**config.mk**
```make
export PLATFORM = sky130hd
export DESIGN_NAME = serial_adder
export DESIGN_NICKNAME = d
export VERILOG_FILES = /design/src/rtl/serial_adder.sv
export SDC_FILE = /design/constraint.sdc
export NUM_CORES = 1
export LEC_CHECK = 0
export CAP_MARGIN = 15
export CORE_MARGIN = 1.5
export CORE_UTILIZATION = 53
export DETAILED_ROUTE_END_ITERATION = 7
export GPL_TIMING_DRIVEN = 0
export PLACE_DENSITY = 0.83
export SLEW_MARGIN = 20
export SYNTH_ARGS = -nofsm -noshare
export SYNTH_HDL_FRONTEND = slang
export SYNTH_SLANG_ARGS = --single-unit
```
**constraint.sdc**
```tcl
create_clock -name clk -period 3.8 [get_ports clk]
set_input_delay 1.14 -clock clk [delete_from_list [all_inputs] [get_ports clk]]
set_output_delay 1.14 -clock clk [all_outputs]
set_load 0.01 [all_outputs]
```
**src/rtl/serial_adder.sv**
```systemverilog
// Purpose   : bit-serial unsigned adder (LSB-first, one bit per clock) built
//             from two half_adder cells and a registered carry.
// Latency   : accept on edge T -> out_valid high after edge T+WIDTH; II = WIDTH+2.
// Backpres. : result held in DONE while out_ready=0; in_ready only in IDLE.
//
// Ports (serial_adder):
//   clk        rising-edge clock
//   rst_n      synchronous active-low reset
//   in_valid   operand pair on a/b is valid
//   in_ready   block accepts operands (IDLE only)
//   a, b       WIDTH-bit unsigned operands, sampled on the accepting edge
//   out_valid  sum/carry_out hold a completed result (DONE)
//   out_ready  consumer accepts the result
//   sum        a + b modulo 2^WIDTH
//   carry_out  bit WIDTH of a + b
//   busy       high in ADD or DONE
// WIDTH legal range: 2..32.

// Purpose   : one-bit half adder cell.
// Latency   : combinational.
// Backpres. : none.
module half_adder (
    input  logic i_x,
    input  logic i_y,
    output logic o_s,
    output logic o_c
);
    assign o_s = i_x ^ i_y;
    assign o_c = i_x & i_y;
endmodule

module serial_adder #(
    parameter int WIDTH = 8
) (
    input  logic             clk,
    input  logic             rst_n,
    input  logic             in_valid,
    output logic             in_ready,
    input  logic [WIDTH-1:0] a,
    input  logic [WIDTH-1:0] b,
    output logic             out_valid,
    input  logic             out_ready,
    output logic [WIDTH-1:0] sum,
    output logic             carry_out,
    output logic             busy
);
    // Counter only has to reach WIDTH-1; clog2 covers that for WIDTH >= 2.
    localparam int CNT_W = (WIDTH > 2) ? $clog2(WIDTH) : 1;
    localparam logic [CNT_W-1:0] CNT_LAST = CNT_W'(WIDTH - 1);
    localparam logic [CNT_W-1:0] CNT_ONE  = CNT_W'(1);

    typedef enum logic [1:0] {
        S_IDLE = 2'd0,
        S_ADD  = 2'd1,
        S_DONE = 2'd2
    } state_t;

    state_t             r_state;
    logic [WIDTH-1:0]   r_a_sh;
    logic [WIDTH-1:0]   r_b_sh;
    logic               r_carry;
    logic [CNT_W-1:0]   r_cnt;
    logic [WIDTH-1:0]   r_sum;
    logic               r_carry_out;
    logic               r_in_ready;
    logic               r_out_valid;
    logic               r_busy;

    logic               w_p;
    logic               w_g1;
    logic               w_s;
    logic               w_g2;
    logic               w_carry_nxt;

    // HA1 adds the current operand bits, HA2 folds in the running carry.
    // g1 and g2 can never both be 1, so OR forms the full-adder carry.
    half_adder u_ha1 (
        .i_x (r_a_sh[0]),
        .i_y (r_b_sh[0]),
        .o_s (w_p),
        .o_c (w_g1)
    );

    half_adder u_ha2 (
        .i_x (w_p),
        .i_y (r_carry),
        .o_s (w_s),
        .o_c (w_g2)
    );

    assign w_carry_nxt = w_g1 | w_g2;

    // Handshake/status outputs come straight from registers updated with
    // the state, so there is no input-to-output combinational path.
    always_ff @(posedge clk) begin
        if (!rst_n) begin
            r_state     <= S_IDLE;
            r_a_sh      <= '0;
            r_b_sh      <= '0;
            r_carry     <= 1'b0;
            r_cnt       <= '0;
            r_sum       <= '0;
            r_carry_out <= 1'b0;
            r_in_ready  <= 1'b1;
            r_out_valid <= 1'b0;
            r_busy      <= 1'b0;
        end else begin
            case (r_state)
                S_IDLE: begin
                    if (in_valid) begin
                        r_a_sh      <= a;
                        r_b_sh      <= b;
                        r_carry     <= 1'b0;
                        r_cnt       <= '0;
                        r_sum       <= '0;
                        r_state     <= S_ADD;
                        r_in_ready  <= 1'b0;
                        r_out_valid <= 1'b0;
                        r_busy      <= 1'b1;
                    end
                end

                S_ADD: begin
                    // New sum bits enter at the MSB; after WIDTH shifts the
                    // first (LSB) bit has arrived at position 0.
                    r_sum   <= {w_s, r_sum[WIDTH-1:1]};
                    r_a_sh  <= {1'b0, r_a_sh[WIDTH-1:1]};
                    r_b_sh  <= {1'b0, r_b_sh[WIDTH-1:1]};
                    r_carry <= w_carry_nxt;
                    if (r_cnt == CNT_LAST) begin
                        r_carry_out <= w_carry_nxt;
                        r_state     <= S_DONE;
                        r_out_valid <= 1'b1;
                    end else begin
                        r_cnt <= r_cnt + CNT_ONE;
                    end
                end

                S_DONE: begin
                    // Result stays on sum/carry_out after leaving DONE; only
                    // the next accept clears sum.
                    if (out_ready) begin
                        r_state     <= S_IDLE;
                        r_in_ready  <= 1'b1;
                        r_out_valid <= 1'b0;
                        r_busy      <= 1'b0;
                    end
                end

                default: begin
                    r_state     <= S_IDLE;
                    r_in_ready  <= 1'b1;
                    r_out_valid <= 1'b0;
                    r_busy      <= 1'b0;
                end
            endcase
        end
    end

    assign in_ready  = r_in_ready;
    assign out_valid = r_out_valid;
    assign busy      = r_busy;
    assign sum       = r_sum;
    assign carry_out = r_carry_out;

endmodule

```
* Word-level counts from Yosys, hierarchy flattened
Index checks and enable logic that the tools add are counted.
** Cells by class
- Add/subtract/negate cells :: 1
- Equality and inequality tests :: 7
- Mux-type cells :: 22
- Bitwise logic cells :: 6
- Reductions and logical operators :: 7
** Operators with widths (count)
- 8-bit case mux with 2 select lines :: 3
- 8-bit two-way mux :: 3
- 1-bit case mux with 3 select lines :: 3
- 3-bit AND reduction :: 3
- 2-bit != test, second input constant :: 4
- 2-bit two-way mux :: 3
- 3-bit two-way mux :: 2
- 2-bit case mux with 3 select lines :: 1
- 3-bit case mux with 2 select lines :: 1
- 1-bit two-way mux :: 5
- 2-bit AND reduction :: 2
- 3-bit by 1-bit adder with 3-bit output, second input constant :: 1
- 3-bit == test, second input constant :: 1
- 1-bit bitwise AND :: 2
- 2-bit by 1-bit == test with 1-bit output, second input constant :: 1
- 2-bit == test, second input constant :: 1
- 2-bit zero test :: 1
- 1-bit case mux with 2 select lines :: 1
- 2-bit nonzero test :: 1
- 1-bit XOR :: 2
- 1-bit NOT :: 1
- 1-bit bitwise OR :: 1
** Word-level totals
- Register bits after elaboration :: 34
- Bits of input ports :: 20
- Output and inout port bits :: 12
- Word-level logic and storage cells :: 53

* Longest topological paths before layout
Gate-level depths: netlist (run 1).
- Depth after elaboration :: 4
- Gate-level depth with buffers :: 6

* Cells and area by module
Synthesis (run 1) repeated with hierarchy kept, for this count alone.
** Unflattened totals
- Cell total of the unflattened synthesis :: 155
- Area, all modules :: 1357.6 um^2
** By module, submodules not included
- serial_adder :: times used 1, cells an instance 153, area each 1332.5 um^2, sequential area each 660.6 um^2
- half_adder :: times used 2, cells an instance 1, area each 12.5 um^2, sequential area each 0.0 um^2

* Worst setup path before layout (run 1)
Ideal clock, no wire load.
- Kind :: input-to-reg
- From :: in in_valid
- To :: reg r_a_sh[3]
- Library setup time :: 137 ps
- Arrival time :: 1688 ps
- Setup slack :: 1975 ps
- Cell stages on the path :: 5
- Cell sequence :: o21ba_1 -> buf_6 -> buf_12 -> nor2_2 -> a211oi_2
** On the way
- Word-level cells in the longest chain between the ends :: 2
** Ends and longest elaborated chain
- start, declared :: RTL line 37 : input logic in_valid,
- 2-bit != test (no line)
- 2-bit AND reduction (no line)
- end signal, assigned :: RTL line 127 : r_a_sh <= {1'b0, r_a_sh[WIDTH-1:1]};
- end, declared :: RTL line 59 : logic [WIDTH-1:0] r_a_sh;
Every way passes these cells.
A chain may end at the register's enable or synchronous reset.

* Final worst setup path (run 1)
- From :: reg r_sum[7], in the netlist sum[7]
- To :: out sum[7]
** RTL lines
- start, declared :: RTL line 63 : logic [WIDTH-1:0] r_sum;
- start signal, assigned :: RTL line 126 : r_sum <= {w_s, r_sum[WIDTH-1:1]};
- end, declared :: RTL line 43 : output logic [WIDTH-1:0] sum,
No word-level cell between the ends.

==> results by group, run 1 <==
STA
  – Max Fclk: 0.4141 GHz
  – Worst slew margin: between 60 and 70%
  – Tmin final: ~2.4 ns
  – Final max-slew violation count: 0
  – Clk_skew: between 0.009 and 0.01 ns
  – Hold Slack: between 0.4 and 0.5 ns
  – Transition time of the tightest slew-check pin: about 0.57 ns
  – Worst Setup Slack, final: ~1.4 ns
  – Setup Viol. Count Final: 0
  – Fin crit share: roughly 64%
  – Setup TNS: 0 ns
  – RSZ-0062 raised after global routing: no
  – Final number of hold-violating endpoints: 0

GRT
  – First-pass GRT wire length: ~5600 um
  – GRT overflow: 0
  – Vias in the first global route: between 1000 and 1500
  – Top Usage Layer GRT: met2
  – Largest net degree at the start of global routing: 11
  – GR Util met3: under 10%
  – Met2 usage: 38.95%
  – Initial antenna violation count: 0
  – GRT Total Usage: 23.29%
  – GRT met1 Usage: between 20% and 30%

Synthesis
  – Cells after Synth: about 150
  – EDFF count, synth: 0
  – Area leader, netlist: dfxtp_1
  – Top post-synthesis cells by area: dfxtp_1 (45%), mux2i_1 (9.6%), nor2_1 (5.9%)
  – Synth top area share: 45.21%
  – Yosys cell types: 30
  – Post-Syn Area per Cell: ~10 sq um
  – Post-synth top flop: dfxtp_1
  – Synth warnings: 0
  – Yosys reg bits: 33
  – Syn_nets: about 170
  – FFs w/ async S/R, synth: 0%
  – Seq/Total Area, Yosys: a little under half
  – Synthesized area: between 0.001 and 0.0015 sq mm

Worst setup path
  – Slowest stage delay, CP: around 0.55 ns
  – CP Buf/Inv Count: 1
  – Top delay family on crit path: buffers and inverters
  – Crit-path slowest cell: clkdlybuf4s50_1
  – Setup crit start kind: flip-flop
  – Crit Path Category: reg -> out
  – CP Capture Type: primary output
  – Arrival time of the worst setup path: approximately 1.3 ns
  – CP Cell Sequence: clkdlybuf4s50_1
  – Req. time, crit path: around 2.7 ns
  – CP Max Fanout: 3

Placement
  – GP Congestion: 0.7364
  – Port Buf Inserts: 31
  – Final HPWL DP: around 2400 um
  – DP Worst Slack: 1.314 ns
  – # placed instances: 206

Clock tree
  – H-tree Lvls: 2
  – Post-CTS sizing: 0
  – Worst-Skew Late Latency: 0.34 ns
  – Post-CTS setup buffer count: 0
  – Cts bufs inserted: 5
  – Clock sinks: 33
  – Root Driver: clkbuf_4
  – Max clock buf depth: 2
  – CTS Hold Bufs: 0
  – Clk slew on worst S/H paths: around 0.1 ns
  – CTS tree: built

Pwr
  – Overall power: 0.7701 mW
  – Leak: roughly 0.73 nW
  – PwrDens: ~410 mW/mm^2
  – VDD IR max: 0.0003145 V

Floorplan
  – Row cnt: 18
  – Die Area: ~0.003 sq mm
  – Die Width: 55.51 um
  – Die H: 55.51 um
  – Effective utilization at floorplan: approximately 57%
  – # IOs: 32
  – Core footprint: about 0.0025 sq mm

Final layout
  – Number of diodes: 0
  – Share of cells above drive strength 1: 15.76%
  – Commonest non-fill, non-tap cells in the layout: dfxtp_1 (33), clkdlybuf4s50_1 (31), nor2_1 (23)
  – Commonest non-fill, non-tap cell in the layout: dfxtp_1
  – Area grow syn2layout: 29.62%
  – Final cell count without fillers: about 210
  – Fin nets: ~200

Run
  – Max Cap Viol: 0

Routing
  – Detailed Routing Iterations Pass 1: 4
  – DR vias: ~1200
  – Total routed wirelength: about 3200 um
  – Initial DRC Count: 27
  – Antenna Nets Post-Route: 0
  – Routed wire length per instance: 14.85 um
  – Drc violations: 0
  – Vias per cell: approximately 5.6

Worst hold path
  – Hold WC Path Type: reg -> reg

Outcome
  – Outcome: finished, final reports clean
==> tightest hold or removal path, cell delays in order, from the launching register on <==
cell,delay (ns)
dfxtp_1,0.34
nand2_1,0.06
a21oi_1,0.05
==> layer usage <==
metal	up-vias	share of wire (%)
met4	0	2.0
met5	-	0
met2	29	50
li1	590	-
met3	10	4.3
met1	570	44
==> power breakdown <==
| group | internal [mW] | total (mW) | switching, mW | leakage [nW] |
|---|---|---|---|---|
| registers | 0.365 | 0.377 | 0.0116 | 0.271 |
| logic | 0.0613 | 0.116 | 0.0549 | 0.416 |
| clock network | 0.157 | 0.277 | 0.120 | 0.0455 |
==> Yosys cell counts (2+ instances only) <==
cell type,n
nand2_1,3
a211oi_2,6
nor2_1,23
nor2_2,6
buf_2,3
a211oi_1,8
clkbuf_1,3
a32oi_1,2
a2bb2oi_1,2
inv_1,5
ha_1,2
mux2i_1,14
buf_6,4
nand2b_1,2
a21oi_1,6
a22oi_1,10
dfxtp_1,33
==> worst paths after layout <==
kind            start  endpoint  slack (ns)  cells past startpoint
max reg2reg  r_cnt[0]  r_cnt[2]        2.32                      5
min          r_cnt[1]  r_cnt[1]        0.49                      2
max            sum[7]    sum[7]        1.39                      1
min reg2reg  r_cnt[1]  r_cnt[1]        0.49                      2
==> area by class of cell <==
type                       count  area [sq um]
timing repair buffer          31         310.3
clock buffer                   7         55.05
sequential                    33         660.6
buffer                        12         98.84
inverter                       5         18.77
tap                           30         37.54
fill                         189         650.6
multi-input combinational     95         683.2
clock inverter                 1         30.03
==> cells by family after synthesis <==
kind of cell | Yosys count | share of synthesized area (%)
compound gates | 39 | 21.66
fa+ha+maj | 3 | 3.082
buf+inv | 17 | 8.048
flops | 33 | 45.21
mux | 14 | 9.589
simple gates | 39 | 12.41
==> state kept, by name (all words and copies together), names as in the netlist <==
register / cells
sum: 8
r_cnt: 3
in_ready: 1
r_a_sh: 8
r_state: 2
carry_out: 1
r_b_sh: 8
r_carry: 1
busy: 1
==> through the flow <==
stage	instance area [sq um]	util [%]
final	1894	74.43
after global routing	1894	74.43
after CTS	1894	74.43
after detailed placement	1809	71.09
after global placement	1809	71.09
after floorplan	1461	-
No activity file was read; power rests on OpenSTA's default activity.
==> run 2: changes to the inputs <==
--- a/config.mk
+++ b/config.mk
@@ -7,10 +7,10 @@
 export LEC_CHECK = 0
 export CAP_MARGIN = 15
 export CORE_MARGIN = 1.5
-export CORE_UTILIZATION = 53
+export CORE_UTILIZATION = 49
 export DETAILED_ROUTE_END_ITERATION = 7
 export GPL_TIMING_DRIVEN = 0
-export PLACE_DENSITY = 0.83
+export PLACE_DENSITY = 0.78
 export SLEW_MARGIN = 20
 export SYNTH_ARGS = -nofsm -noshare
 export SYNTH_HDL_FRONTEND = slang
==> constraint.sdc (replaced) <==
create_clock -name clk -period 2.5 [get_ports clk]
set_input_delay 0.75 -clock clk [delete_from_list [all_inputs] [get_ports clk]]
set_output_delay 0.75 -clock clk [all_outputs]
set_load 0.01 [all_outputs]
==> results by group, run 2 (same netlist as run 1, synthesis figures left out) <==
Placement
  – GP Congestion: 0.7240
  – Final HPWL DP: roughly 2100 um
  – Port Buf Inserts: 31

Worst hold path
  – Hold WC Path Type: reg -> reg

Floorplan
  – Die Width: 57.61 um
  – Effective utilization at floorplan: 52.54%
  – Core footprint: 0.002781 sq mm
  – Die Area: approximately 0.0033 sq mm
  – # IOs: 32
  – Row cnt: 19
  – Die H: 57.61 um

STA
  – Final max-slew violation count: 0
  – Final number of hold-violating endpoints: 0
  – Max Fclk: around 0.50 GHz
  – Setup Viol. Count Final: 0
  – Worst slew margin: roughly three fifths
  – Clk_skew: 0.005336 ns
  – Tmin final: approximately 2.0 ns
  – RSZ-0062 raised after global routing: no
  – Setup TNS: 0 ns
  – Transition time of the tightest slew-check pin: 0.5707 ns
  – Fin crit share: between 70 and 80%

Worst setup path
  – FF-to-FF path depth: 5
  – Slowest stage delay, CP: 0.55 ns
  – CP Cell Sequence: clkdlybuf4s50_1
  – Cell count along the critical path: 1
  – Top delay family on crit path: buffers and inverters
  – CP Capture Type: primary output
  – Worst setup path endpoint: carry_out
  – CP Buf/Inv Count: 1
  – Req. time, crit path: 1.75 ns
  – RR Endpoint: r_cnt[1]
  – Setup crit start kind: flip-flop
  – Crit Path Category: reg -> out
  – Arrival time of the worst setup path: between 1 and 1.5 ns
  – Worst r2r src: r_cnt[0]
  – Crit-path slowest cell: clkdlybuf4s50_1
  – Crit path from: carry_out
  – R2r setup slk: 1.07 ns
  – CP Max Fanout: 2

Final layout
  – Fin nets: approximately 210
  – Area grow syn2layout: 27.23%
  – Commonest non-fill, non-tap cells in the layout: dfxtp_1 (33), clkdlybuf4s50_1 (31), nor2_1 (23)
  – Commonest non-fill, non-tap cell in the layout: dfxtp_1
  – Fillers: between 200 and 250
  – Number of diodes: 0
  – Share of cells above drive strength 1: approximately 15%

Routing
  – Antenna Nets Post-Route: 0
  – Vias per cell: around 5.4
  – Detailed Routing Iterations Pass 1: 4
  – Drc violations: 0
  – DR vias: approximately 1200
  – Routed wire length per instance: 13.48 um
  – Initial DRC Count: between 40 and 50
  – Total routed wirelength: about 2900 um

Run
  – Max Cap Viol: 0

Clock tree
  – Max clock buf depth: 2
  – Root Driver: clkbuf_4
  – Worst-Skew Late Latency: about 0.33 ns
  – Clk slew on worst S/H paths: approximately 0.10 ns
  – CTS tree: built
  – CTS Hold Bufs: 0
  – Cts bufs inserted: 5
  – Post-CTS sizing: 0
  – Post-CTS setup buffer count: 0
  – Clock sinks: 33
  – H-tree Lvls: 2

Pwr
  – PwrDens: 550.4 mW/mm^2
  – VDD IR max: ~0.00043 V
  – Overall power: 1.023 mW
  – Leak: 0.7136 nW

GRT
  – Vias in the first global route: 1152
  – GRT Total Usage: between 15 and 20%
  – Initial antenna violation count: 0
  – First-pass GRT wire length: approximately 5100 um
  – Largest net degree at the start of global routing: 11
  – GRT overflow: 0

Outcome
  – Outcome: finished, final reports clean
## run 2: worst min path at each step
stage                     startpoint       end  slack [ns]  cells past startpoint
final                       r_cnt[2]  r_cnt[2]        0.49                      2
after global routing        r_cnt[1]  r_cnt[1]        0.51                      2
after CTS                   r_cnt[2]  r_cnt[2]        0.48                      2
after detailed placement    r_cnt[2]  r_cnt[2]        0.47                      2
after global placement      r_cnt[2]  r_cnt[2]        0.46                      2
after floorplan             r_cnt[1]  r_cnt[1]        0.45                      2
## run 2: layer usage
metal  GRT usage, %  routed length, um  vias to the layer above
li1               -                  -                      596
met1          24.33               1324                      539
met3          4.688                114                        7
met4          7.973                 53                        0
met5              0                  0                        -
met2          33.60               1406                       28
## run 2: cell type report
class	instances	area [sq um]	area share [%]
buffer	12	98.84	5.316
clock buffer	8	48.80	2.624
inverter	5	18.77	1.009
multi-input combinational	95	683.2	36.74
sequential	33	660.6	35.53
tap	31	38.79	2.086
timing repair buffer	31	310.3	16.69
## run 2: where the power goes
group | switching [mW] | internal (mW) | total [mW]
clock network | 0.166 | 0.112 | 0.278
logic | 0.0808 | 0.0924 | 0.173
registers | 0.0167 | 0.555 | 0.572
## run 2: through the flow
stage	util, %	instance area (sq um)	worst slack, ns	instances	hold slack (ns)
after global placement	65.09	1810	0.4874	207	0.4595
after detailed placement	65.09	1810	0.4611	207	0.4713
after floorplan	-	1461	1.065	145	0.4483
final	66.85	1859	0.5054	215	0.4882
after CTS	66.85	1859	0.4806	215	0.4826
after global routing	66.85	1859	0.4492	215	0.5115
==> run 3: changes to the inputs <==
--- a/config.mk
+++ b/config.mk
@@ -7,10 +7,10 @@
 export LEC_CHECK = 0
 export CAP_MARGIN = 15
 export CORE_MARGIN = 1.5
-export CORE_UTILIZATION = 49
+export CORE_UTILIZATION = 44
 export DETAILED_ROUTE_END_ITERATION = 7
 export GPL_TIMING_DRIVEN = 0
-export PLACE_DENSITY = 0.78
+export PLACE_DENSITY = 0.74
 export SLEW_MARGIN = 20
 export SYNTH_ARGS = -nofsm -noshare
 export SYNTH_HDL_FRONTEND = slang
==> constraint.sdc (replaced) <==
create_clock -name clk -period 1.8 [get_ports clk]
set_input_delay 0.54 -clock clk [delete_from_list [all_inputs] [get_ports clk]]
set_output_delay 0.54 -clock clk [all_outputs]
set_load 0.01 [all_outputs]
==> results by group, run 3 (same netlist as run 1, synthesis figures left out) <==
Placement
  – Port Buf Inserts: 31
  – # placed instances: 220
  – GP Congestion: about 0.74
  – Final HPWL DP: between 2000 and 2500 um
  – Placed cell area: about 0.0018 sq mm

Routing
  – Drc violations: 0
  – DR vias: roughly 1200
  – Detailed Routing Iterations Pass 1: 4
  – Antenna Nets Post-Route: 0
  – Vias per cell: between 5 and 6
  – Total routed wirelength: roughly 3000 um
  – Routed wire length per instance: 13.38 um
  – Initial DRC Count: 44

Floorplan
  – Effective utilization at floorplan: 47.10%
  – # IOs: 32
  – Core footprint: approximately 0.0031 sq mm
  – Die Width: 60.63 um
  – Die Area: 0.003676 sq mm
  – Die H: slightly above 60 um
  – Row cnt: 20

STA
  – Tmin final: about 1.7 ns
  – Setup TNS: 0 ns
  – Clk_skew: a little over 0.007 ns
  – Setup Viol. Count Final: 0
  – Final number of hold-violating endpoints: 0
  – Final max-slew violation count: 0
  – Worst slew margin: 65.05%
  – Transition time of the tightest slew-check pin: around 0.52 ns
  – Max Fclk: between 0.5 and 0.6 GHz
  – RSZ-0062 raised after global routing: no
  – Fin crit share: 97.01%

Clock tree
  – Worst-Skew Late Latency: about 0.33 ns
  – H-tree Lvls: 2
  – Root Driver: clkbuf_4
  – Cts bufs inserted: 5
  – CTS Hold Bufs: 0
  – Max clock buf depth: 2
  – Clk slew on worst S/H paths: 0.09 ns
  – Clock sinks: 33
  – CTS tree: built

Final layout
  – Fillers: around 310
  – Commonest non-fill, non-tap cell in the layout: dfxtp_1
  – Final cell count without fillers: 227
  – Share of cells above drive strength 1: 15.30%
  – Number of diodes: 0
  – Commonest non-fill, non-tap cells in the layout: dfxtp_1 (33), nor2_1 (23), clkdlybuf4s50_1 (21)
  – Post-route core utilization: roughly three fifths
  – Post-route cell area: ~0.0019 sq mm
  – Fin nets: 206
  – Area grow syn2layout: 29.97%

Worst setup path
  – CP Capture Type: primary output
  – CP Buf/Inv Count: 1
  – Crit Path Category: reg -> out
  – Req. time, crit path: 1.26 ns
  – Arrival time of the worst setup path: 1.21 ns
  – Slowest stage delay, CP: about 0.53 ns
  – Top delay family on crit path: buffers and inverters
  – CP Max Fanout: 2
  – Setup crit start kind: flip-flop
  – CP Cell Sequence: clkdlybuf4s50_1
  – Crit-path slowest cell: clkdlybuf4s50_1

Worst hold path
  – Hold WC Path Type: reg -> reg

Run
  – Max Cap Viol: 0

GRT
  – Vias in the first global route: approximately 1200
  – Largest net degree at the start of global routing: 11
  – Initial antenna violation count: 0
  – GRT overflow: 0
  – First-pass GRT wire length: approximately 5000 um
  – GRT Total Usage: a little under a fifth

Pwr
  – PwrDens: 763.9 mW/mm^2
  – VDD IR max: ~0.00043 V
  – Leak: around 0.86 nW

Outcome
  – Outcome: finished, final reports clean
==> run 3: repair_timing <==
item | in CTS | in global routing
endpoints found under the setup margin | 2 | 8
resized for setup | 2 | 8
endpoints found under the hold margin | 0 | 0
setup buffers | 0 | 0
gates cloned | 0 | 0
==> run 3: path summary, 6_finish.rpt <==
path / from / end / slack (ns) / depth (start not counted)
hold reg to reg: r_cnt[1] / r_cnt[1] / 0.48 / 2
setup reg to reg: r_cnt[0] / r_cnt[2] / 0.34 / 5
hold / removal: r_cnt[1] / r_cnt[1] / 0.48 / 2
setup / recovery: sum[0] / sum[0] / 0.05 / 1
==> run 3: layout make-up <==
class / count / area [sq um] / area share [%]
clock buffers: 7 / 55.05 / 2.899
well taps: 44 / 55.05 / 2.899
flip-flops and latches: 33 / 660.6 / 34.78
multi-input cells: 95 / 683.2 / 35.97
inverters: 5 / 18.77 / 0.9881
plain buffers: 12 / 98.84 / 5.204
repair buffers: 31 / 327.8 / 17.26
==> run 3: stage by stage <==
step	hold slack (ns)	setup slack [ns]	total power [mW]
floorplan	0.4483	0.5321	0.9643
finish	0.4829	0.05380	1.451
detailed placement	0.4697	-0.02420	1.054
global route	0.5068	0.005953	1.522
CTS	0.4828	0.006702	1.466
global placement	0.4559	-0.004816	1.041
==> run 3: routing by layer <==
metal	share of wire, %	track usage (%)	up-vias
met5	0	0	-
met4	1.6	8.696	0
met3	5.0	7.249	5
met2	49	31.49	36
met1	45	20.53	542
li1	-	-	592
==> run 3: power by group <==
group	internal, mW	switching, mW	total [mW]
registers	0.771	0.0247	0.795
logic	0.127	0.112	0.239
clock network	0.184	0.233	0.417
total	1.08	0.369	1.45
==> run 3: tightest hold or removal path: cells and delay by family (launching register included) <==
family,cells,cell delay (ns)
flip-flops,1,0.34
AND/OR/NAND/NOR,1,0.06
AO/OA/AOI/OAI,1,0.05
